**config.mk**
```make
export PLATFORM = sky130hd
export DESIGN_NAME = decrement
export DESIGN_NICKNAME = d
export VERILOG_FILES = /design/src/rtl/decrement.sv
export SDC_FILE = /design/constraint.sdc
export NUM_CORES = 1
export LEC_CHECK = 0
export ABC_AREA = 1
export ABC_CLOCK_PERIOD_IN_PS = 800
export CORE_ASPECT_RATIO = 0.6
export CORE_MARGIN = 3
export CORE_UTILIZATION = 25
export CTS_BUF_LIST = sky130_fd_sc_hd__clkbuf_4 sky130_fd_sc_hd__clkbuf_8
export CTS_CLUSTER_DIAMETER = 100
export DETAILED_ROUTE_END_ITERATION = 8
export GPL_ROUTABILITY_DRIVEN = 0
export PLACE_DENSITY_LB_ADDON = 0.05
export SLEW_MARGIN = 20
export SYNTH_ARGS = -nofsm -noshare
export SYNTH_HDL_FRONTEND = slang
export SYNTH_SLANG_ARGS = --single-unit
```
**constraint.sdc**
```tcl
create_clock -name clk -period 0.8 [get_ports clk]
set_input_delay 0.12 -clock clk [delete_from_list [all_inputs] [get_ports clk]]
set_output_delay 0.12 -clock clk [all_outputs]
set_load 0.01 [all_outputs]
```
**src/rtl/decrement.sv**
```systemverilog
// ---------------------------------------------------------------------------
// decrement -- registered WIDTH-bit decrementer (default 20 bits)
//
// Subtracts one from an unsigned operand and registers the result together
// with a zero flag and a borrow (underflow) flag. Results appear one clock
// after the operand is captured; outputs hold when no operand arrives.
//
// Build option:
//   DECREMENT_SAT_EN  defined   -> saturating: in=0 gives out=0, zero=1
//                     undefined -> wrap:       in=0 gives out=all ones
//   borrow reflects in==0 in both builds.
//
// Ports:
//   clk        rising-edge clock
//   rst        asynchronous active-high reset
//   in_valid   operand qualifier, operand captured when high
//   in         operand (unsigned, WIDTH bits)
//   out        registered result
//   out_valid  high for the cycle after each accepted operand
//   zero       registered, captured result == 0
//   borrow     registered, captured operand == 0
// ---------------------------------------------------------------------------
module decrement #(
    parameter int WIDTH = 20
) (
    input  logic             clk,
    input  logic             rst,
    input  logic             in_valid,
    input  logic [WIDTH-1:0] in,
    output logic [WIDTH-1:0] out,
    output logic             out_valid,
    output logic             zero,
    output logic             borrow
);

    localparam int GW = 5;                  // bits per lookahead group
    localparam int NG = (WIDTH + GW - 1) / GW;

    logic [NG-1:0]    grp_zero;   // group of operand bits is all zero
    logic [NG:0]      grp_pre;    // every group below this one is all zero
    logic [WIDTH-1:0] flip;       // bit flips: all lower operand bits are zero
    logic [WIDTH-1:0] diff;
    logic [WIDTH-1:0] result;
    logic             in_zero;

    // Group-level all-zero detect and prefix across groups. The borrow only
    // has to ripple across NG group terms plus at most GW-1 bits inside a
    // group, instead of across WIDTH bits.
    assign grp_pre[0] = 1'b1;
    for (genvar g = 0; g < NG; g++) begin : g_grp
        localparam int LO = g * GW;
        localparam int HI = ((g + 1) * GW > WIDTH) ? WIDTH - 1 : (g + 1) * GW - 1;
        assign grp_zero[g]  = ~|in[HI:LO];
        assign grp_pre[g+1] = grp_pre[g] & grp_zero[g];
    end

    for (genvar i = 0; i < WIDTH; i++) begin : g_bit
        localparam int G = i / GW;
        localparam int J = i % GW;
        if (J == 0) begin : g_first
            assign flip[i] = grp_pre[G];
        end else begin : g_rest
            assign flip[i] = grp_pre[G] & ~|in[i-1:G*GW];
        end
    end

    assign diff    = in ^ flip;
    assign in_zero = grp_pre[NG];

`ifdef DECREMENT_SAT_EN
    assign result = in_zero ? '0 : diff;
`else
    assign result = diff;
`endif

    always_ff @(posedge clk or posedge rst) begin
        if (rst) begin
            out       <= '0;
            zero      <= 1'b0;
            borrow    <= 1'b0;
            out_valid <= 1'b0;
        end else begin
            out_valid <= in_valid;
            if (in_valid) begin
                out    <= result;
                zero   <= ~|result;
                borrow <= in_zero;
            end
        end
    end

endmodule

```
* Yosys cells after proc, flatten, opt, wreduce, memory -nomap -nowiden *
Cells that the tools add are included.

storage, ports and cells
  register bits = 23
  bits in latches = 0
  memory bits (writable) = 0
  bits in read-only memories = 0
  word-level logic and storage cells = 58
  memories kept = 0

operators by class
  add/subtract/negate cells = 0
  $mul = 0
  div/mod/pow operators = 0
  order comparisons = 0
  eq/ne operators = 0
  shift-type cells = 0
  multiplexer cells = 0
  bitwise logic cells = 16
  reductions and logical operators = 38

operators by type and width
  cell              number
  $logic_not 1->1   21
  $reduce_or 20->1  1
  $reduce_or 5->1   4
  $xor 20x20->20    1
  $reduce_or 4->1   4
  $and 1x1->1       15
  $reduce_or 3->1   4
  $reduce_or 2->1   4

* Depth between registers and ports, before layout *
Gate-level depths: netlist (run 1).

  depth in word-level cells = 8
  mapped depth = 20
  gate-level depth less buffers = 20

* Worst setup path before layout (run 1) *
Ideal clock, no wire load.

  path kind = in2reg
  start point = input port in[1]
  end point = register zero
  arrival time = 1.787 ns
  data required time = 0.683 ns
  slack = -1.104 ns
  stages = 20
  buffers on the path = 0
  cell sequence = inv_1 > ha_1 > nand2_1 > nor2_1 > ha_1 > nand3_4 > nor2_8 > nand2_4 > nor2_4 > ha_1 > nand2_1 > inv_1 > nand2_1 > nor2_1 > nand2_1 > nor2_1 > nand3_1 > nor2_1 > nand3_1 > nand2_1

between the ends
  cells in the longest elaborated chain, start to end = 8

ends and longest elaborated chain
  element                   RTL line  source
  from (decl)               29        input logic [WIDTH-1:0] in,
  $reduce_or 5->1           53        assign grp_zero[g] = ~|in[HI:LO];
  $logic_not 1->1           53
  $and 1x1->1 (2 in a row)  54        assign grp_pre[g+1] = grp_pre[g] & grp_zero[g];
  $and 1x1->1               63        assign flip[i] = grp_pre[G] & ~|in[i-1:G*GW];
  $xor 20x20->20 (*)        67        assign diff = in ^ flip;
  $reduce_or 20->1 (*)      86        zero <= ~|result;
  $logic_not 1->1 (*)       86
  to (signal assigned)      86
  to (decl)                 32        output logic zero,

Mark *: on every way between the ends. The rest lies on a longest branch, timed or not.
A chain may end at the register's enable or synchronous reset.

* Worst setup path in the final report (run 1) *
  start point = input port in[0]
  end point = register zero

RTL lines
  element           RTL line  source
  $xor 20x20->20    67
  net diff[0]       42        logic [WIDTH-1:0] diff;
  $reduce_or 20->1  86
  $logic_not 1->1   86

The timed path passes the listed nets, and every way through them passes these cells.

==> metrics.md, run 1 <==
| Metric | Value |
|---|---|
| Status | complete, but fails checks |
| Failing checks | negative setup slack |
| Final worst setup slack | -0.889 ns |
| RR Startpoint | out[9] |
| Routed length per instance | 12.0 µm |
| Highest Clock Rate | 592 MHz |
| Worst min-delay path category | in -> async |
| Unrepaired setup endpoints after global routing | yes |
| Vias in the first global route | between 1000 and 1500 |
| Die Wd | roughly 100 µm |
| Sw Pwr | 903 µW |
| Port Buffers | between 40 and 50 |
| Root Buffer | clkbuf_8 |
| Placed inst area | about 2200 µm² |
| Setup-violating endpoint count in the final report | 42 |
| Clk_skew | 0 ns |
| Mapped Cells | around 180 |
| DR pass1 iterations | 4 |
| Cell Rows | 19 |
| Final hold vios | 0 |
| Share of layout cells above drive strength 1 | between 50% and 60% |
| Seq cells post-synth | 23 |
| IO Pins | 46 |
| Setup Crit Path Kind | in -> reg |
| YS warnings | 0 |
| Pwr Density | between 1000 and 1500 nW/µm² |
| Core Util, Final | a little over half |
| Worst slack at placement | -1.81 ns |
| Total GRT Usage | around 14% |
| Leak | approximately 0.0014 µW |
| CP required | 1.02 ns |
| Gate power share | around a third |
| Core ar. | slightly below 5000 µm² |
| Critical Path Sink Type | flip-flop |
| Cell Area, Synth | about 1300 µm² |
| Peak VDD IR | between 0.8 and 0.9 mV |
| Reg clk slew, reported paths | approximately 0.090 ns |
| Fin crit share | 211% |
| Global routing's busiest layer | met2 |
| CTS tree | yes |
| Most common cell after layout, fill and taps aside | buf_4 |
| M3 GR Usage | 4.01% |
| # Max-Cap Violations | 0 |
| Post-synth cell types | 20 |
| First-pass GRT wire length | around 7000 µm |
| Vias per std cell | ~4.2 |
| Max-slew headroom | between 80 and 90% |
| Largest net degree at the start of global routing | 24 |
| Detailed Route WL | approximately 4300 µm |
| Slew Limit Fails | 0 |
| CP startpoint kind | primary input |
| Iter 0 DRT Violations | 25 |
| Post-route ant nets | 0 |
| Clock Tree Buf Depth | 2 |
| Met1 usage | ~18% |
| Clock latency on the worst-skew pair | approximately 0.27 ns |
| DIE AREA | between 6000 and 7000 µm² |
| Syn avg cell area | about 7.5 µm² |
| Post-route cell area | 2600 µm² |
| Worst Hold Slack | 0.157 ns |
| Critical Path AT | about 1.9 ns |
| Inserted Clock Buffers | 3 |
| Setup crit start | in[0] |
| Area delta synth->final | 95.6% |
| Post-Syn Nets | about 210 |
| Crit Path Max Fanout | 4 |
| Most frequent cells in the layout | 56 x buf_4, 49 x nand2_1, 23 x dfrtp_1 |
| DP HPWL | just over 3000 µm |
| Vias post-DR | approximately 1500 |
| Post-layout min period | between 1.5 and 2 ns |
| Setup_tns | -11.78 ns |
| Final nets | 324 |
| # diodes | 0 |
| Starting Density | a little over a quarter |
| Seq/Total Area, Yosys | approximately 43% |
| DRC Markers | 0 |
| Die height | ~62 µm |
| GR Layer Usage met2 | between 20% and 30% |
| Switching share of power | 29.5% |
| H-tree depth | 1 |
| Int Pwr | about 2200 µW |
| Clk network pwr share | between 20% and 30% |
| Fillers | about 470 |
| Sequential Power Share | about 43% |
| Worst-margin pin slew | ~0.24 ns |
| Initial antenna violation count | 0 |
| # clock sinks | 23 |
| Congestion Overflow GR | 0 |
==> sequential cells by signal, indices dropped and copies added, names as in the netlist <==
signal     count
borrow         1
out           20
out_valid      1
zero           1
==> logic make-up (layout without fill, tap and decap cells) <==
| group | after synthesis | in the layout | synth area share [%] |
|---|---|---|---|
| AO/OA/AOI/OAI | 18 | 18 | 6.97 |
| XOR/XNOR | 1 | 1 | 0.660 |
| adder cells (fa/ha/maj) | 7 | 7 | 6.60 |
| buffers and inverters | 32 | 147 | 9.33 |
| flip-flops | 23 | 23 | 43.4 |
| AND/OR/NAND/NOR | 97 | 97 | 33.1 |
==> cell usage after synthesis <==
| cell type | n | area [µm²] |
|---|---|---|
| nor2_2 | 2 | 12.5 |
| a31oi_1 | 2 | 12.5 |
| nor2_1 | 21 | 78.8 |
| o21ai_0 | 14 | 70.1 |
| nor2_8 | 1 | 20.0 |
| nand3b_1 | 1 | 7.51 |
| nand3_4 | 1 | 17.5 |
| nand3_1 | 7 | 35.0 |
| nand2_1 | 59 | 221 |
| nand2_2 | 1 | 6.26 |
| inv_1 | 28 | 105 |
| a21oi_1 | 2 | 10.0 |
| nand4_1 | 1 | 6.26 |
| nand2_4 | 1 | 11.3 |
| clkbuf_1 | 3 | 11.3 |
| ha_1 | 7 | 87.6 |
| buf_4 | 1 | 7.51 |
| dfrtp_1 | 23 | 576 |
| nor2_4 | 2 | 22.5 |
| xnor2_1 | 1 | 8.76 |
==> routing by layer <==
metal  part of all wire, %  up-vias
met5                     0        -
met4                  0.61        0
met3                   4.5        2
met2                    47       28
met1                    48      678
li1                      -      776
==> layout make-up <==
type	instances	area, µm²	share of cell area (%)
timing repair buffer	115	955	36.8
multi-input combinational	123	812	31.3
sequential	23	576	22.2
inverter	28	129	4.96
tap	63	78.8	3.04
clock buffer	3	41.3	1.59
clock inverter	1	5.00	0.193
==> power groups by stage <==
| stage | sequential [µW] | combinational, µW | clock (µW) |
|---|---|---|---|
| 5_1_grt | 1330 | 1090 | 819 |
| 2_1_floorplan | 1390 | 232 | 0 |
| 6_report | 1320 | 994 | 754 |
| 3_3_place_gp | 1330 | 866 | 0 |
| 4_1_cts | 1320 | 931 | 797 |
| 3_5_place_dp | 1340 | 870 | 0 |
==> final timing paths <==
path                               end  slack (ns)  cells after the start
worst min register to register  out[0]        0.50                      2
min in group clk                out[0]        0.16                      3
worst max-delay path              zero       -0.89                     20
max in group asynchronous       out[4]        0.49                      3
worst max register to register  out[9]       -0.07                      4
worst min-delay path            out[5]        0.16                      3
==> critical path: stages <==
cell and delay [ns]:
buf_12 0.11, inv_12 0.04, ha_4 0.13, nand2_4 0.05
nor2_4 0.09, ha_4 0.15, nand3_4 0.09, nor2_8 0.12
buf_4 0.13, ha_4 0.12, inv_1 0.03, nand2_1 0.08
nand2_1 0.05, nor2_1 0.11, nand2_1 0.08, nor2_1 0.11
nand3_1 0.08, nor2_1 0.08, nand3_1 0.07, nand2_1 0.05
==> per-stage QoR <==
stage	std cells	total power [µW]
floorplan	178	1620
global placement	324	2200
detailed placement	324	2210
CTS	348	3040
global route	356	3240
finish	356	3070
==> what timing repair did <==
item,4_1_cts,5_1_grt
cloned,0,1
setup buffers,20,8
pin swaps,27,22
endpoints found under the setup margin,45,45
gates resized for setup,159,32
hold buffers,0,0
No activity file was read; power rests on OpenSTA's default activity.
==> inputs of run 2 (changes only) <==
CORE_UTILIZATION = 31   (was 25)
PLACE_DENSITY_LB_ADDON = 0.3   (was 0.05)
==> run 2 against run 1 <==
Net effect: the flow still finishes with violations (negative setup slack); flip-flop and latch count stayed put; sequential power hardly changed; setup slack worse by 0.099 ns; register-to-register slack hardly changed; first-iteration DRC count grew to 3.8 times the previous value; non-clock buffer count is 15 lower; global-route usage is 2.1 points higher; clock power is 2% higher; via count is 1.2% higher; total power is 1.5% lower; highest routed layer unchanged.
==> metrics.md, run 2 (synthesis results as in run 1) <==
| Metric | Value |
|---|---|
| Setup-violating endpoint count in the final report | 42 |
| Final std cells w/o fill | approximately 340 |
| H-tree depth | 1 |
| CTS tree | yes |
| IO Pins | between 40 and 50 |
| Core ar. | 3890 µm² |
| Largest net degree at the start of global routing | 24 |
| Setup_tns | -12.71 ns |
| Inserted Clock Buffers | 3 |
| Detailed Route WL | approximately 4300 µm |
| Cell Rows | 17 |
| Vias post-DR | between 1500 and 2000 |
| Die Wd | roughly 90 µm |
| Vias per std cell | approximately 4.5 |
| Leak | 0.00133 µW |
| Clk network pwr share | around 26% |
| Final worst setup slack | -0.988 ns |
| Most frequent cells in the layout | 48 x nand2_1, 45 x buf_4, 23 x dfrtp_1 |
| Crit Path Max Fanout | 2 |
| Switching share of power | 28.7% |
| Iter 0 DRT Violations | between 90 and 100 |
| Int Pwr | between 2000 and 2500 µW |
| Vias in the first global route | approximately 1400 |
| # diodes | 0 |
| Final hold vios | 0 |
| Failing checks | negative setup slack |
| Critical Path Sink Type | flip-flop |
| Routed length per instance | 12.8 µm |
| Slew Limit Fails | 0 |
| Setup Crit Path Kind | in -> reg |
| Most common cell after layout, fill and taps aside | nand2_1 |
| Congestion Overflow GR | 0 |
| # Max-Cap Violations | 0 |
| Highest Clock Rate | around 560 MHz |
| Starting Density | about a third |
| CP required | a little over 1 ns |
| Die height | 56.7 µm |
| Peak VDD IR | approximately 0.8 mV |
| Pwr Density | 1210 nW/µm² |
| Post-route cell area | around 2500 µm² |
| Placed inst area | approximately 2200 µm² |
| DRC Markers | 0 |
| Sequential Power Share | 43.5% |
| Initial antenna violation count | 0 |
| DP HPWL | 2750 µm |
| CP startpoint kind | primary input |
| Largest Register | out |
| Unrepaired setup endpoints after global routing | yes |
| Max-slew headroom | between 80% and 90% |
| Post-layout min period | 1.79 ns |
| Reg clk slew, reported paths | roughly 0.09 ns |
| Clock latency on the worst-skew pair | around 0.27 ns |
| First-pass GRT wire length | approximately 6500 µm |
| Sw Pwr | between 800 and 900 µW |
| Post-route ant nets | 0 |
| Clk_skew | 0 ns |
| DR pass1 iterations | 4 |
| Gate power share | between 30% and 40% |
| Total GRT Usage | about 16% |
| Final nets | 309 |
| DIE AREA | a little over 5000 µm² |
| Clock Tree Buf Depth | 2 |
| Worst-margin pin slew | between 0.2 and 0.3 ns |
| Fillers | 320 |
| Critical Path AT | ~2 ns |
| Port Buffers | 45 |
| Fin crit share | 224% |
| Placed insts | 310 |
| Area delta synth->final | 87.7% |
| Max reg flops | 20 |
| # clock sinks | 23 |
| Share of layout cells above drive strength 1 | around half |
| Status | complete, but fails checks |
| Worst min-delay path category | in -> async |
| Worst slack at placement | -1.75 ns |
| Worst Hold Slack | around 0.18 ns |
| Root Buffer | clkbuf_8 |
[run 2: routing by layer]
| layer | global-route usage (%) | up-vias | wire length (µm) |
|---|---|---|---|
| met3 | 5.89 | 8 | 320 |
| met5 | 0 | - | 0 |
| li1 | - | 748 | - |
| met2 | 25.8 | 48 | 2100 |
| met4 | 1.96 | 0 | 47 |
| met1 | 20.4 | 698 | 1830 |
[run 2: final timing paths]
kind / cells past startpoint / to / from / slack (ns)
worst max-delay path: 21 / zero / in[0] / -0.99
worst min-delay path: 3 / out[5] / rst / 0.18
worst max register to register: 4 / out[16] / out[16] / -0.06
worst min register to register: 2 / out[14] / out[14] / 0.49
max in group asynchronous: 3 / out_valid / rst / 0.48
min in group clk: 3 / out[0] / in[0] / 0.19
[run 2: power groups by stage]
stage / sequential, µW / combinational, µW / clock, µW
floorplan: 1390 / 232 / 0
global placement: 1340 / 817 / 0
detailed placement: 1340 / 823 / 0
CTS: 1310 / 861 / 790
global route: 1330 / 1020 / 828
finish: 1310 / 936 / 771
[run 2: metrics by stage]
| stage | util, % | total power (µW) |
|---|---|---|
| global route | 64.0 | 3180 |
| floorplan | - | 1620 |
| detailed placement | 55.4 | 2160 |
| CTS | 61.0 | 2960 |
| finish | 64.0 | 3020 |
| global placement | 55.4 | 2160 |
[run 2: final cells by class]
cell class / count / area, µm² / share of cell area, %
clock buffer: 4 / 48.8 / 1.96
sequential: 23 / 576 / 23.1
tap: 57 / 71.3 / 2.86
inverter: 28 / 125 / 5.02
multi-input combinational: 123 / 821 / 32.9
timing repair buffer: 100 / 851 / 34.1
[run 2: repair_timing]
item | in CTS | in global routing
hold buffers | 0 | 0
setup buffers | 16 | 10
gates resized for setup | 159 | 29
setup endpoints to repair | 45 | 42
pin swaps | 25 | 34
gates cloned | 1 | 0
[run 2: worst max-delay path: stages]
cell and delay [ns]:
buf_12 0.09, inv_12 0.03, ha_4 0.15, nand2_4 0.07, nor2_4 0.04, ha_4 0.16
nand3_4 0.09, nor2_8 0.05, buf_6 0.12, buf_6 0.11, ha_4 0.26, nand2_2 0.04
inv_2 0.04, nand2_2 0.06, nor2_4 0.09, nand2_2 0.06, nor2_1 0.08, nand3_1 0.08
nor2_1 0.09, nand3_1 0.09, nand2_1 0.07
